File: src/rtl/reorder_buffer.sv
// Dual-dispatch, dual-retire reorder buffer with three completion ports.
// Retire is combinational from registered state; all updates land on the rising edge.
module reorder_buffer #(
    parameter int DEPTH  = 16,
    parameter int PREG_W = 7,
    localparam int TAG_W = $clog2(DEPTH),
    localparam int CNT_W = TAG_W + 1
) (
    input  logic              clk,
    input  logic              reset,
    input  logic              disp_valid_1,
    input  logic              disp_valid_2,
    input  logic [PREG_W-1:0] disp_destreg_1,
    input  logic [PREG_W-1:0] disp_destreg_2,
    input  logic [PREG_W-1:0] disp_olddest_1,
    input  logic [PREG_W-1:0] disp_olddest_2,
    input  logic [31:0]       disp_pc_1,
    input  logic [31:0]       disp_pc_2,
    output logic              disp_ready,
    output logic [TAG_W-1:0]  disp_tag_1,
    output logic [TAG_W-1:0]  disp_tag_2,
    input  logic              cmp_valid_1,
    input  logic              cmp_valid_2,
    input  logic              cmp_valid_3,
    input  logic [TAG_W-1:0]  cmp_tag_1,
    input  logic [TAG_W-1:0]  cmp_tag_2,
    input  logic [TAG_W-1:0]  cmp_tag_3,
    output logic              ret_valid_1,
    output logic              ret_valid_2,
    output logic              ret_free_1,
    output logic              ret_free_2,
    output logic [PREG_W-1:0] ret_olddest_1,
    output logic [PREG_W-1:0] ret_olddest_2,
    output logic [PREG_W-1:0] ret_destreg_1,
    output logic [PREG_W-1:0] ret_destreg_2,
    output logic [31:0]       ret_pc_1,
    output logic [31:0]       ret_pc_2,
    output logic [CNT_W-1:0]  count,
    output logic              empty,
    output logic              full
);

    logic [DEPTH-1:0]  valid_q, valid_d;
    logic [DEPTH-1:0]  complete_q, complete_d;
    logic [PREG_W-1:0] dest_q [DEPTH];
    logic [PREG_W-1:0] old_q  [DEPTH];
    logic [31:0]       pc_q   [DEPTH];
    logic [TAG_W-1:0]  head_q, head_d, tail_q, tail_d;
    logic [CNT_W-1:0]  count_q, count_d;

    logic [TAG_W-1:0]  head_p1, tail_p1;
    logic              acc_1, acc_2;
    logic [1:0]        n_acc, n_ret;
    logic [2:0]        cmp_v;
    logic [TAG_W-1:0]  cmp_t [3];

    assign head_p1 = head_q + TAG_W'(1);
    assign tail_p1 = tail_q + TAG_W'(1);

    assign cmp_v    = {cmp_valid_3, cmp_valid_2, cmp_valid_1};
    assign cmp_t[0] = cmp_tag_1;
    assign cmp_t[1] = cmp_tag_2;
    assign cmp_t[2] = cmp_tag_3;

    // Readiness looks only at the registered count, so a same-cycle retire never opens the gate.
    assign disp_ready = (count_q <= CNT_W'(DEPTH - 2));
    assign acc_1      = disp_ready & disp_valid_1;
    assign acc_2      = acc_1 & disp_valid_2;
    assign disp_tag_1 = tail_q;
    assign disp_tag_2 = tail_p1;

    assign ret_valid_1 = valid_q[head_q] & complete_q[head_q];
    assign ret_valid_2 = ret_valid_1 & valid_q[head_p1] & complete_q[head_p1];

    assign ret_destreg_1 = ret_valid_1 ? dest_q[head_q]  : '0;
    assign ret_destreg_2 = ret_valid_2 ? dest_q[head_p1] : '0;
    assign ret_olddest_1 = ret_valid_1 ? old_q[head_q]   : '0;
    assign ret_olddest_2 = ret_valid_2 ? old_q[head_p1]  : '0;
    assign ret_pc_1      = ret_valid_1 ? pc_q[head_q]    : '0;
    assign ret_pc_2      = ret_valid_2 ? pc_q[head_p1]   : '0;
    assign ret_free_1    = ret_valid_1 & (old_q[head_q]  != '0);
    assign ret_free_2    = ret_valid_2 & (old_q[head_p1] != '0);

    assign n_acc = {1'b0, acc_1} + {1'b0, acc_2};
    assign n_ret = {1'b0, ret_valid_1} + {1'b0, ret_valid_2};

    assign count = count_q;
    assign empty = (count_q == '0);
    assign full  = (count_q == CNT_W'(DEPTH));

    always_comb begin
        valid_d    = valid_q;
        complete_d = complete_q;
        for (int k = 0; k < 3; k++) begin
            if (cmp_v[k] && valid_q[cmp_t[k]]) begin
                complete_d[cmp_t[k]] = 1'b1;
            end
        end
        if (ret_valid_1) begin
            valid_d[head_q]    = 1'b0;
            complete_d[head_q] = 1'b0;
        end
        if (ret_valid_2) begin
            valid_d[head_p1]    = 1'b0;
            complete_d[head_p1] = 1'b0;
        end
        // Dispatch targets free slots only, so it never collides with a retiring entry.
        if (acc_1) begin
            valid_d[tail_q]    = 1'b1;
            complete_d[tail_q] = 1'b0;
        end
        if (acc_2) begin
            valid_d[tail_p1]    = 1'b1;
            complete_d[tail_p1] = 1'b0;
        end
        head_d  = head_q + TAG_W'(n_ret);
        tail_d  = tail_q + TAG_W'(n_acc);
        count_d = count_q + CNT_W'(n_acc) - CNT_W'(n_ret);
    end

    always_ff @(posedge clk) begin
        if (reset) begin
            valid_q    <= '0;
            complete_q <= '0;
            head_q     <= '0;
            tail_q     <= '0;
            count_q    <= '0;
        end else begin
            valid_q    <= valid_d;
            complete_q <= complete_d;
            head_q     <= head_d;
            tail_q     <= tail_d;
            count_q    <= count_d;
        end
    end

    always_ff @(posedge clk) begin
        if (reset) begin
            for (int i = 0; i < DEPTH; i++) begin
                dest_q[i] <= '0;
                old_q[i]  <= '0;
                pc_q[i]   <= '0;
            end
        end else begin
            if (acc_1) begin
                dest_q[tail_q] <= disp_destreg_1;
                old_q[tail_q]  <= disp_olddest_1;
                pc_q[tail_q]   <= disp_pc_1;
            end
            if (acc_2) begin
                dest_q[tail_p1] <= disp_destreg_2;
                old_q[tail_p1]  <= disp_olddest_2;
                pc_q[tail_p1]   <= disp_pc_2;
            end
        end
    end

endmodule

File: config.mk
export PLATFORM = sky130hd
export DESIGN_NAME = reorder_buffer
export DESIGN_NICKNAME = d
export VERILOG_FILES = /design/src/rtl/reorder_buffer.sv
export SDC_FILE = /design/constraint.sdc
export NUM_CORES = 2
export LEC_CHECK = 0
export CORE_AREA = 2 2 306 308
export DETAILED_ROUTE_END_ITERATION = 10
export DIE_AREA = 0 0 308 310
export HOLD_SLACK_MARGIN = 0.06
export PLACE_DENSITY = 0.79
export SETUP_SLACK_MARGIN = 0.3
export SLEW_MARGIN = 10
export SYNTH_ARGS = -nofsm -noshare
export SYNTH_HDL_FRONTEND = slang
export SYNTH_SLANG_ARGS = --single-unit
File: constraint.sdc
create_clock -name clk -period 8.65 [get_ports clk]
set_input_delay 0.865 -clock clk [delete_from_list [all_inputs] [get_ports clk]]
set_output_delay 0.865 -clock clk [all_outputs]
set_load 0.05 [all_outputs]
==> impl_metrics.env <==
export IMPL_outcome="completed"
export IMPL_core_area_um2=92490
export IMPL_grt_pass1_vias=32440
export IMPL_maxCapViolCount=0
export IMPL_die_h_um=310
export IMPL_fp_row_count=112
export IMPL_fmax_ghz=0.1554
export IMPL_cts_htree_levels=3
export IMPL_cts_hold_buf=0
export IMPL_final_cell_mix="a22o_1, edfxtp_1, mux4_2, clkdlybuf4s50_1, and2_1"
export IMPL_p_int_mw=7.018
export IMPL_period_needed_ps=6435
export IMPL_vias_per_cell=7.969
export IMPL_initial_utilization_pct=49.57
export IMPL_detail_route_antenna_nets=0
export IMPL_synth_edf_count=736
export IMPL_total_leakage_power_nw=16.90
export IMPL_rsz0062_at_grt="false"
export IMPL_first_pass_iters=6
export IMPL_syn_to_final_growth_pct=11.33
export IMPL_track_usage_pct=33.13
export IMPL_final_common_cell="a22o_1"
export IMPL_synth_seq_cells=781
export IMPL_hold_violations=0
export IMPL_rrSetupSlack_ps=3150
export IMPL_crit_path_max_fanout=59
export IMPL_max_slew_worst_pin_slew_ps=1265
export IMPL_setup_viol=0
export IMPL_worst_endpoint_arrival_ps=5570
export IMPL_dp_cells=4036
export IMPL_syn_area_um2=45850
export IMPL_cts_sinks=781
export IMPL_nets=3061
export IMPL_power_frac_comb_pct=12.4
export IMPL_end_kind="primary output"
export IMPL_ir_worst_vdd_mv=0.1535
export IMPL_dieArea_um2=95480
export IMPL_yosys_area_share_simple_pct=4.432
export IMPL_critPathRequiredTime_ps=7790
export IMPL_clk_path_buf_depth=3
export IMPL_critPathSlowestCell="ha_4"
export IMPL_p_clk_share_pct=39.3
export IMPL_dpl_hpwl_um=79140
export IMPL_path_cells="inv_2 > ha_4 > buf_4 > mux4_2 > nand2_1 > and3_1 > a31oi_1 > nor4_1 > a21boi_0 > clkdlybuf4s50_1"
export IMPL_synth_fp_nets=3162
export IMPL_antenna_found_initial=23
export IMPL_p_switching_mw=2.398
export IMPL_synth_compound_area_share_pct=16.00
export IMPL_fill_cells=6955
export IMPL_num_vias=33370
export IMPL_synth_async_reset_ratio_pct=0
export IMPL_overflow=0
export IMPL_yosys_area_share_xor_xnor_pct=0.3466
export IMPL_drt_total_wl_um=159800
export IMPL_synth_main_ff_cell="edfxtp_1"
export IMPL_start_kind="flip-flop"
export IMPL_cts_made_buffers=81
export IMPL_cts_resized=0
export IMPL_pin_count=223
export IMPL_fin_cells=4188
export IMPL_portBuffers=222
export IMPL_synth_top_family_by_area="multiplexers"
export IMPL_syn_inst=3023
export IMPL_drt_wirelength_per_cell_um=38.17
export IMPL_period_share_pct=74.39
export IMPL_drive_gt1_share_pct=24.54
export IMPL_hold_class="flip-flop to flip-flop"
export IMPL_path_clk_slew_ps=70
export IMPL_grt_pass1_wl_um=226600
export IMPL_final_max_slew_viol_count=0
export IMPL_ctsRootBufferMaster="clkbuf_16"
export IMPL_ys_types=81
export IMPL_powerDensity_nw_per_um2=184.5
export IMPL_routabilityCongestion=0.9100
export IMPL_power_switching_share_pct=25.47
export IMPL_synthAdderAreaFrac_pct=0.8296
export IMPL_tritoncts="done"
export IMPL_yosysSeqAreaShare_pct=50.17
export IMPL_path_buf_inv=3
export IMPL_ys_warn_count=0
export IMPL_cts_setup_buffers=0
export IMPL_fin_tns_setup_ps=0
export IMPL_slowest_delay_ps=850
export IMPL_grt_max_degree=141
export IMPL_muxShareOfSynthArea_pct=23.31
export IMPL_worst_clock_skew_ps=35.28
export IMPL_worstSetupPathType="flip-flop to primary output"
export IMPL_drt_iter0_drc=6241
export IMPL_pwr_share_seq_pct=48.3
export IMPL_relSlewSlack_pct=15.63
export IMPL_clk_latency_ps=650
export IMPL_post_route_drc_count=0
export IMPL_synth_avg_cell_area_um2=15.17
export IMPL_die_width_um=308
export IMPL_critical_path_top_delay_family="buffers and inverters"
power by group through the flow:
| stage | clock network, mW | logic [mW] | registers, mW |
|---|---|---|---|
| 5_1_grt | 3.83 | 1.20 | 4.56 |
| 4_1_cts | 3.69 | 1.13 | 4.53 |
| 6_report | 3.70 | 1.17 | 4.55 |
| 3_3_place_gp | 0 | 1.12 | 4.59 |
| 2_1_floorplan | 0 | 0.702 | 4.59 |
| 3_5_place_dp | 0 | 1.13 | 4.61 |
per-layer routing:
| layer | global-route usage, % | part of all wire, % | up-vias |
|---|---|---|---|
| li1 | - | - | 12490 |
| met1 | 42.52 | 31 | 16470 |
| met2 | 48.74 | 44 | 3620 |
| met3 | 11.57 | 18 | 768 |
| met4 | 20.01 | 6.5 | 20 |
| met5 | 0 | 0.081 | - |
cells in the mapped netlist (12+ instances only):
cell	number	area, um2
a21oi_1	27	135.1
a22o_1	737	6455
and2_1	100	625.6
and3_1	14	87.58
buf_1	104	390.4
buf_2	131	655.6
buf_4	12	90.09
buf_6	17	191.4
clkbuf_1	201	754.5
dfxtp_1	45	900.9
edfxtp_1	736	22100
ha_1	24	300.3
inv_1	31	116.4
mux4_2	473	10650
nand2_1	95	356.6
nor2_1	49	183.9
nor3_1	23	115.1
nor3_2	13	130.1
o21ai_0	12	60.06
per-stage QoR:
step | instance area [um2] | hold slack, ps | utilization, % | total power [mW] | worst slack, ps
floorplan | 45850 | 464.8 | - | 5.293 | 3039
global route | 51040 | 547.2 | 55.19 | 9.588 | 1938
global placement | 48270 | 487.3 | 52.19 | 5.704 | 2846
detailed placement | 48270 | 497.5 | 52.19 | 5.738 | 2839
finish | 51040 | 519.5 | 55.19 | 9.416 | 2215
CTS | 51020 | 506.4 | 55.17 | 9.353 | 2195
worst reg2reg max path, stage by stage (launching register included):
cell,delay [ps]
dfxtp_4,800
buf_12,720
nand3_2,490
xnor2_4,650
nor3_1,200
a211oi_2,520
nor2_4,140
ha_1,400
ha_1,290
inv_1,60
ha_1,160
inv_1,60
fa_1,460
inv_1,70
a21oi_1,60
nor2_1,90
nor2_1,50
xor2_1,120
nor2_1,60
cell type report:
class | instances | area, um2 | area share (%)
timing repair buffer | 284 | 2708 | 5.304
sequential | 781 | 23020 | 45.09
tap | 1197 | 1498 | 2.934
inverter | 35 | 133.9 | 0.2623
antenna | 8 | 20.02 | 0.03922
clock buffer | 106 | 2225 | 4.358
multi-input combinational | 1739 | 20920 | 40.97
clock inverter | 38 | 528.0 | 1.034
worst paths after layout:
| check | startpoint | endpoint | cells past startpoint |
|---|---|---|---|
| setup / recovery | head_q[0] | ret_free_2 | 10 |
| hold / removal | valid_q[5] | valid_q[5] | 2 |
| setup reg to reg | head_q[0] | count[4] | 18 |
| hold reg to reg | valid_q[5] | valid_q[5] | 2 |
flip-flops by register name, summed over array words and instances, names as in the netlist:
| signal | flops |
|---|---|
| head_q | 4 |
| pc_q | 512 |
| count | 5 |
| valid_q | 16 |
| complete_q | 16 |
| disp_tag_1 | 4 |
| old_q | 112 |
| dest_q | 112 |
kinds of logic (layout without fill, tap and decap cells):
logic type,after synthesis,count (layout)
buf+inv,503,463
mux,476,476
other cells,0,8
xor+xnor,13,13
compound gates,854,854
fa+ha+maj,28,28
simple gates,368,368
flops,781,781
(Power assumes the default switching activity.)
